## config.mk

```make
export PLATFORM = sky130hd
export DESIGN_NAME = message_buffer
export DESIGN_NICKNAME = d
export VERILOG_FILES = /design/src/rtl/message_buffer.sv
export SDC_FILE = /design/constraint.sdc
export NUM_CORES = 1
export LEC_CHECK = 0
export CAP_MARGIN = 15
export CORE_MARGIN = 3
export CORE_UTILIZATION = 58
export CTS_CLUSTER_SIZE = 10
export DETAILED_ROUTE_END_ITERATION = 10
export GPL_TIMING_DRIVEN = 0
export PLACE_DENSITY_LB_ADDON = 0.08
export SLEW_MARGIN = 20
export SYNTH_ARGS = -nofsm -noshare
export SYNTH_HDL_FRONTEND = slang
export SYNTH_SLANG_ARGS = --single-unit
```

## constraint.sdc

```tcl
create_clock -name clk -period 2.2 [get_ports clk]
set_input_delay 0.44 -clock clk [delete_from_list [all_inputs] [get_ports clk]]
set_output_delay 0.44 -clock clk [all_outputs]
set_load 0.01 [all_outputs]
```

## src/rtl/message_buffer.sv

```systemverilog
// Message buffer: collects DEPTH received bytes into a message, holds it for a
// printer that reads it out by character index (optionally reversed and
// terminated with "\n\r"), then releases it on rd_ack.
module message_buffer #(
    parameter int DEPTH   = 8,
    parameter int AW      = 4,
    parameter int REVERSE = 1,
    parameter int TERM_EN = 1
) (
    input  logic          clk,
    input  logic          rst_n,
    input  logic [7:0]    rx_data,
    input  logic          new_rx_data,
    input  logic          clear,
    input  logic          rd_ack,
    input  logic [AW-1:0] rd_addr,
    output logic [7:0]    rd_data,
    output logic [AW-1:0] count,
    output logic          msg_ready,
    output logic          overflow
);

    typedef enum logic {StFill, StReady} state_e;

    localparam logic [AW-1:0] LastIdx = AW'(DEPTH - 1);

    state_e        state_q, state_d;
    logic [AW-1:0] count_q, count_d;
    logic          overflow_q, overflow_d;
    logic          new_q;
    logic          wr_event;
    logic          wr_en;
    logic [7:0]    slots_q [DEPTH];
    logic [7:0]    rd_data_q;
    logic [7:0]    rd_next;
    int            addr_int;
    int            sel;

    // A write is the rising edge of new_rx_data; a held level writes once.
    assign wr_event = new_rx_data & ~new_q;
    assign addr_int = int'(rd_addr);

    // Previous-cycle copy of new_rx_data for edge detection.
    always_ff @(posedge clk or negedge rst_n) begin
        if (!rst_n) begin
            new_q <= 1'b0;
        end else begin
            new_q <= new_rx_data;
        end
    end

    // FSM, count and sticky overflow registers.
    always_ff @(posedge clk or negedge rst_n) begin
        if (!rst_n) begin
            state_q    <= StFill;
            count_q    <= '0;
            overflow_q <= 1'b0;
        end else begin
            state_q    <= state_d;
            count_q    <= count_d;
            overflow_q <= overflow_d;
        end
    end

    // Next-state logic; clear overrides writes and acks in every state.
    always_comb begin
        state_d    = state_q;
        count_d    = count_q;
        overflow_d = overflow_q;
        wr_en      = 1'b0;
        if (clear) begin
            state_d    = StFill;
            count_d    = '0;
            overflow_d = 1'b0;
        end else begin
            case (state_q)
                StFill: begin
                    // rd_ack is meaningless while filling and is ignored.
                    if (wr_event) begin
                        wr_en   = 1'b1;
                        count_d = count_q + AW'(1);
                        if (count_q == LastIdx) begin
                            state_d = StReady;
                        end
                    end
                end
                StReady: begin
                    // Bytes arriving while a message is held are lost.
                    if (wr_event) begin
                        overflow_d = 1'b1;
                    end
                    if (rd_ack) begin
                        state_d = StFill;
                        count_d = '0;
                    end
                end
            endcase
        end
    end

    // Slot storage; contents survive rd_ack and clear, only reset zeroes them.
    always_ff @(posedge clk or negedge rst_n) begin
        if (!rst_n) begin
            for (int i = 0; i < DEPTH; i++) begin
                slots_q[i] <= 8'h00;
            end
        end else if (wr_en) begin
            for (int i = 0; i < DEPTH; i++) begin
                if (count_q == AW'(i)) begin
                    slots_q[i] <= rx_data;
                end
            end
        end
    end

    // Character index to byte mapping: message body, then optional "\n\r".
    always_comb begin
        rd_next = 8'h00;
        sel     = (REVERSE != 0) ? (DEPTH - 1 - addr_int) : addr_int;
        if (addr_int < DEPTH) begin
            for (int i = 0; i < DEPTH; i++) begin
                if (sel == i) begin
                    rd_next = slots_q[i];
                end
            end
        end else if ((TERM_EN != 0) && (addr_int == DEPTH)) begin
            rd_next = 8'h0A;
        end else if ((TERM_EN != 0) && (addr_int == DEPTH + 1)) begin
            rd_next = 8'h0D;
        end
    end

    // Registered read port; old slot content wins on a same-edge write.
    always_ff @(posedge clk or negedge rst_n) begin
        if (!rst_n) begin
            rd_data_q <= 8'h00;
        end else begin
            rd_data_q <= rd_next;
        end
    end

    assign rd_data   = rd_data_q;
    assign count     = count_q;
    assign msg_ready = (state_q == StReady);
    assign overflow  = overflow_q;

endmodule

```

==> qor.yml <==
status: "finished clean"
diodes: 0
synth-seq-area-share_pct: 51.6
grt_pass1_wl_mm: 14.4
numCtsBuffers: 9
power_density_mw_per_mm2: 734
fin_skew_ns: 0.0112
peakVddDrop_uv: 594
nets: 390
worstPathArrival_ns: 2.39
clkLatencyLatePin_ns: 0.36
r2r-start: "msg_ready$_DFF_PN0_"
dieArea_sq_mm: 0.00762
cts_tree: "built"
p_leak_nw: 2.09
avgViaCountPerCell: 6.23
final_cell_mix: "dfrtp_1 (79), mux2_2 (64), clkdlybuf4s50_1 (29), a21oi_1 (17), nor2_1 (17)"
power_frac_seq_pct: 48.6
cp_max_fo: 8
ys.flop_type: "dfrtp_1"
worstSetupPathType: "in -> reg"
h-tree-depth: 3
whs_ns: 0.501
start_util_pct: 62.2
hold_viol_final: 0
combinationalPowerShare_pct: 12.0
synth_area_sq_mm: 0.00383
hold_path_class: "in -> async"
final_area_sq_mm: 0.00455
slew_headroom_pct: 59.3
cts_root_buf: "clkbuf_8"
max-cap-violations: 0
grt_overflow: 0
p_clk_share_pct: 39.4
ys_ff_latch: 79
grt_start_max_net_pins: 60
rsz0062_at_grt: "no"
final_common_cell: "dfrtp_1"
worstSetupStartpointType: "primary input"
switching_share_pct: 24.1
chipHeight_microns: 87.3
wl_per_cell_microns: 20.3
first_iter_violations: 283
cts.clk_slew.worst_paths_ns: 0.08
drcViolationCount: 0
port_buffers: 30
cts_max_path_buffers: 2
ys_warn_count: 0
coreArea_sq_mm: 0.00617
syn_inst: 325
layout-drive-gt1-share_pct: 27.8
timing.fmax_mhz: 465
grt.total_usage_pct: 25.6
syn_area_per_cell_sq_um: 11.8
drv_slew: 0
worst_setup_path_end_kind: "flip-flop"
reg2reg_depth: 5
place_area_sq_mm: 0.00425
rrSetupSlack_ns: 0.18
pin_count: 31
area_growth_pct: 18.8
vias: 2797
p_switching_uw: 805
worst_pin_slew_ns: 0.610
fin_crit_sh_pct: 97.7
nFillCells: 439
r2r_end: "slots_q[31]$_DFFE_PN0P_"
period_minus_slack_ns: 2.15
setup_viol: 0
async_flop_share_pct: 100
synth_edf_count: 0
routabilityCongestion: 0.896
antenna_found_initial: 0
die_w_microns: 87.3
firstDrtPassIters: 5
first_global_vias: 2627
p_int_mw: 2.54
dp_hpwl_mm: 5.95
cts_sinks: 79
ant_nets: 0
syn_nets: 346
place_ws_ns: -0.508
rows: 28
routed_wl_mm: 9.13
crit_required_ns: 2.44
netlist-cell-type-count: 42
fin_ws_ns: 0.0498
-- layer usage --
metal / routed length [microns] / vias up / track usage, %
li1: - / 1253 / -
met1: 4230 / 1387 / 37.6
met2: 4060 / 134 / 36.6
met3: 613 / 23 / 5.58
met4: 232 / 0 / 10.7
met5: 0 / - / 0
-- timing repair --
action,CTS,global route
setup buffers,0,1
pin swaps,0,1
endpoints found under the setup margin,38,70
hold endpoints to repair,20,0
hold buffers,1,0
resized for setup,8,14
-- logic make-up after synthesis --
group,count (synthesis),share of synthesized area [%]
mux,73,21.2
buf+inv,25,2.58
fa+ha+maj,4,1.31
xor+xnor,2,0.457
simple gates,88,13.5
flops,79,51.6
compound gates,54,9.34
-- Yosys cell counts, types with 2 or more instances --
cell type,n,share of area (%)
dfrtp_1,79,52
nand2b_1,14,2.3
nand3b_1,13,2.5
clkbuf_1,11,1.1
mux2i_1,7,1.8
o31a_1,3,0.69
inv_1,8,0.78
and2_1,5,0.82
nand2_2,4,0.65
xor2_1,2,0.46
a2bb2oi_1,2,0.46
a221oi_1,4,0.91
ha_1,4,1.3
nor3b_1,3,0.59
buf_1,2,0.20
o2bb2ai_1,3,0.69
nand3_1,3,0.39
o21ai_0,13,1.7
nor2_1,18,1.8
mux2_1,2,0.59
o32ai_1,3,0.69
nor3_1,4,0.52
o221ai_1,2,0.46
nand2_1,11,1.1
nor2b_1,6,0.98
a21oi_1,17,2.2
buf_2,4,0.52
mux2_2,64,19
-- power groups by stage --
stage / Combinational, mW / Clock [mW] / Sequential (mW)
final: 0.402 / 1.32 / 1.62
after global routing: 0.441 / 1.40 / 1.64
after CTS: 0.398 / 1.33 / 1.62
after detailed placement: 0.393 / 0 / 1.65
after global placement: 0.380 / 0 / 1.65
after floorplan: 0.228 / 0 / 1.64
-- critical path, stage by stage --
cell,delay [ns]
clkdlybuf4s50_1,0.51
or3b_4,0.44
nor4b_4,0.25
buf_4,0.19
nand2_2,0.20
mux2_1,0.37
-- area by class of cell --
cell class / instances / area [sq um] / share of cell area (%)
Clock inverter: 6 / 108 / 2.36
Buffer: 17 / 90.1 / 1.98
Timing Repair Buffer: 33 / 343 / 7.53
Sequential cell: 79 / 1980 / 43.4
Clock buffer: 10 / 138 / 3.02
Tap cell: 75 / 93.8 / 2.06
Multi-Input combinational cell: 221 / 1780 / 39.0
Inverter: 8 / 30.0 / 0.659
-- through the flow --
| stage | power [mW] | cells | utilization, % | TNS [ns] |
|---|---|---|---|---|
| 6_report | 3.34 | 449 | 73.9 | 0 |
| 2_1_floorplan | 1.86 | 325 | - | 0 |
| 5_1_grt | 3.48 | 449 | 73.9 | 0 |
| 4_1_cts | 3.36 | 448 | 73.5 | -0.0248 |
| 3_3_place_gp | 2.03 | 430 | 68.5 | -187.56 |
| 3_5_place_dp | 2.05 | 431 | 69.0 | -29.20 |
-- worst max path at each step --
| stage | start | cells after the start | endpoint |
|---|---|---|---|
| finish | new_rx_data | 6 | slots_q[31]$_DFFE_PN0P_ |
| global route | new_rx_data | 6 | slots_q[39]$_DFFE_PN0P_ |
| CTS | new_rx_data | 5 | slots_q[1]$_DFFE_PN0P_ |
| detailed placement | new_rx_data | 6 | slots_q[45]$_DFFE_PN0P_ |
| global placement | rst_n | 1 | slots_q[50]$_DFFE_PN0P_ |
| floorplan | msg_ready$_DFF_PN0_ | 5 | slots_q[32]$_DFFE_PN0P_ |
-- flip-flops by register name, summed over array words and instances, names as in the netlist --
| signal | count |
|---|---|
| overflow | 1 |
| new_q | 1 |
| rd_data | 8 |
| msg_ready | 1 |
| count | 4 |
| slots_q | 64 |
Note: power is estimated with default switching activity, not from simulation.
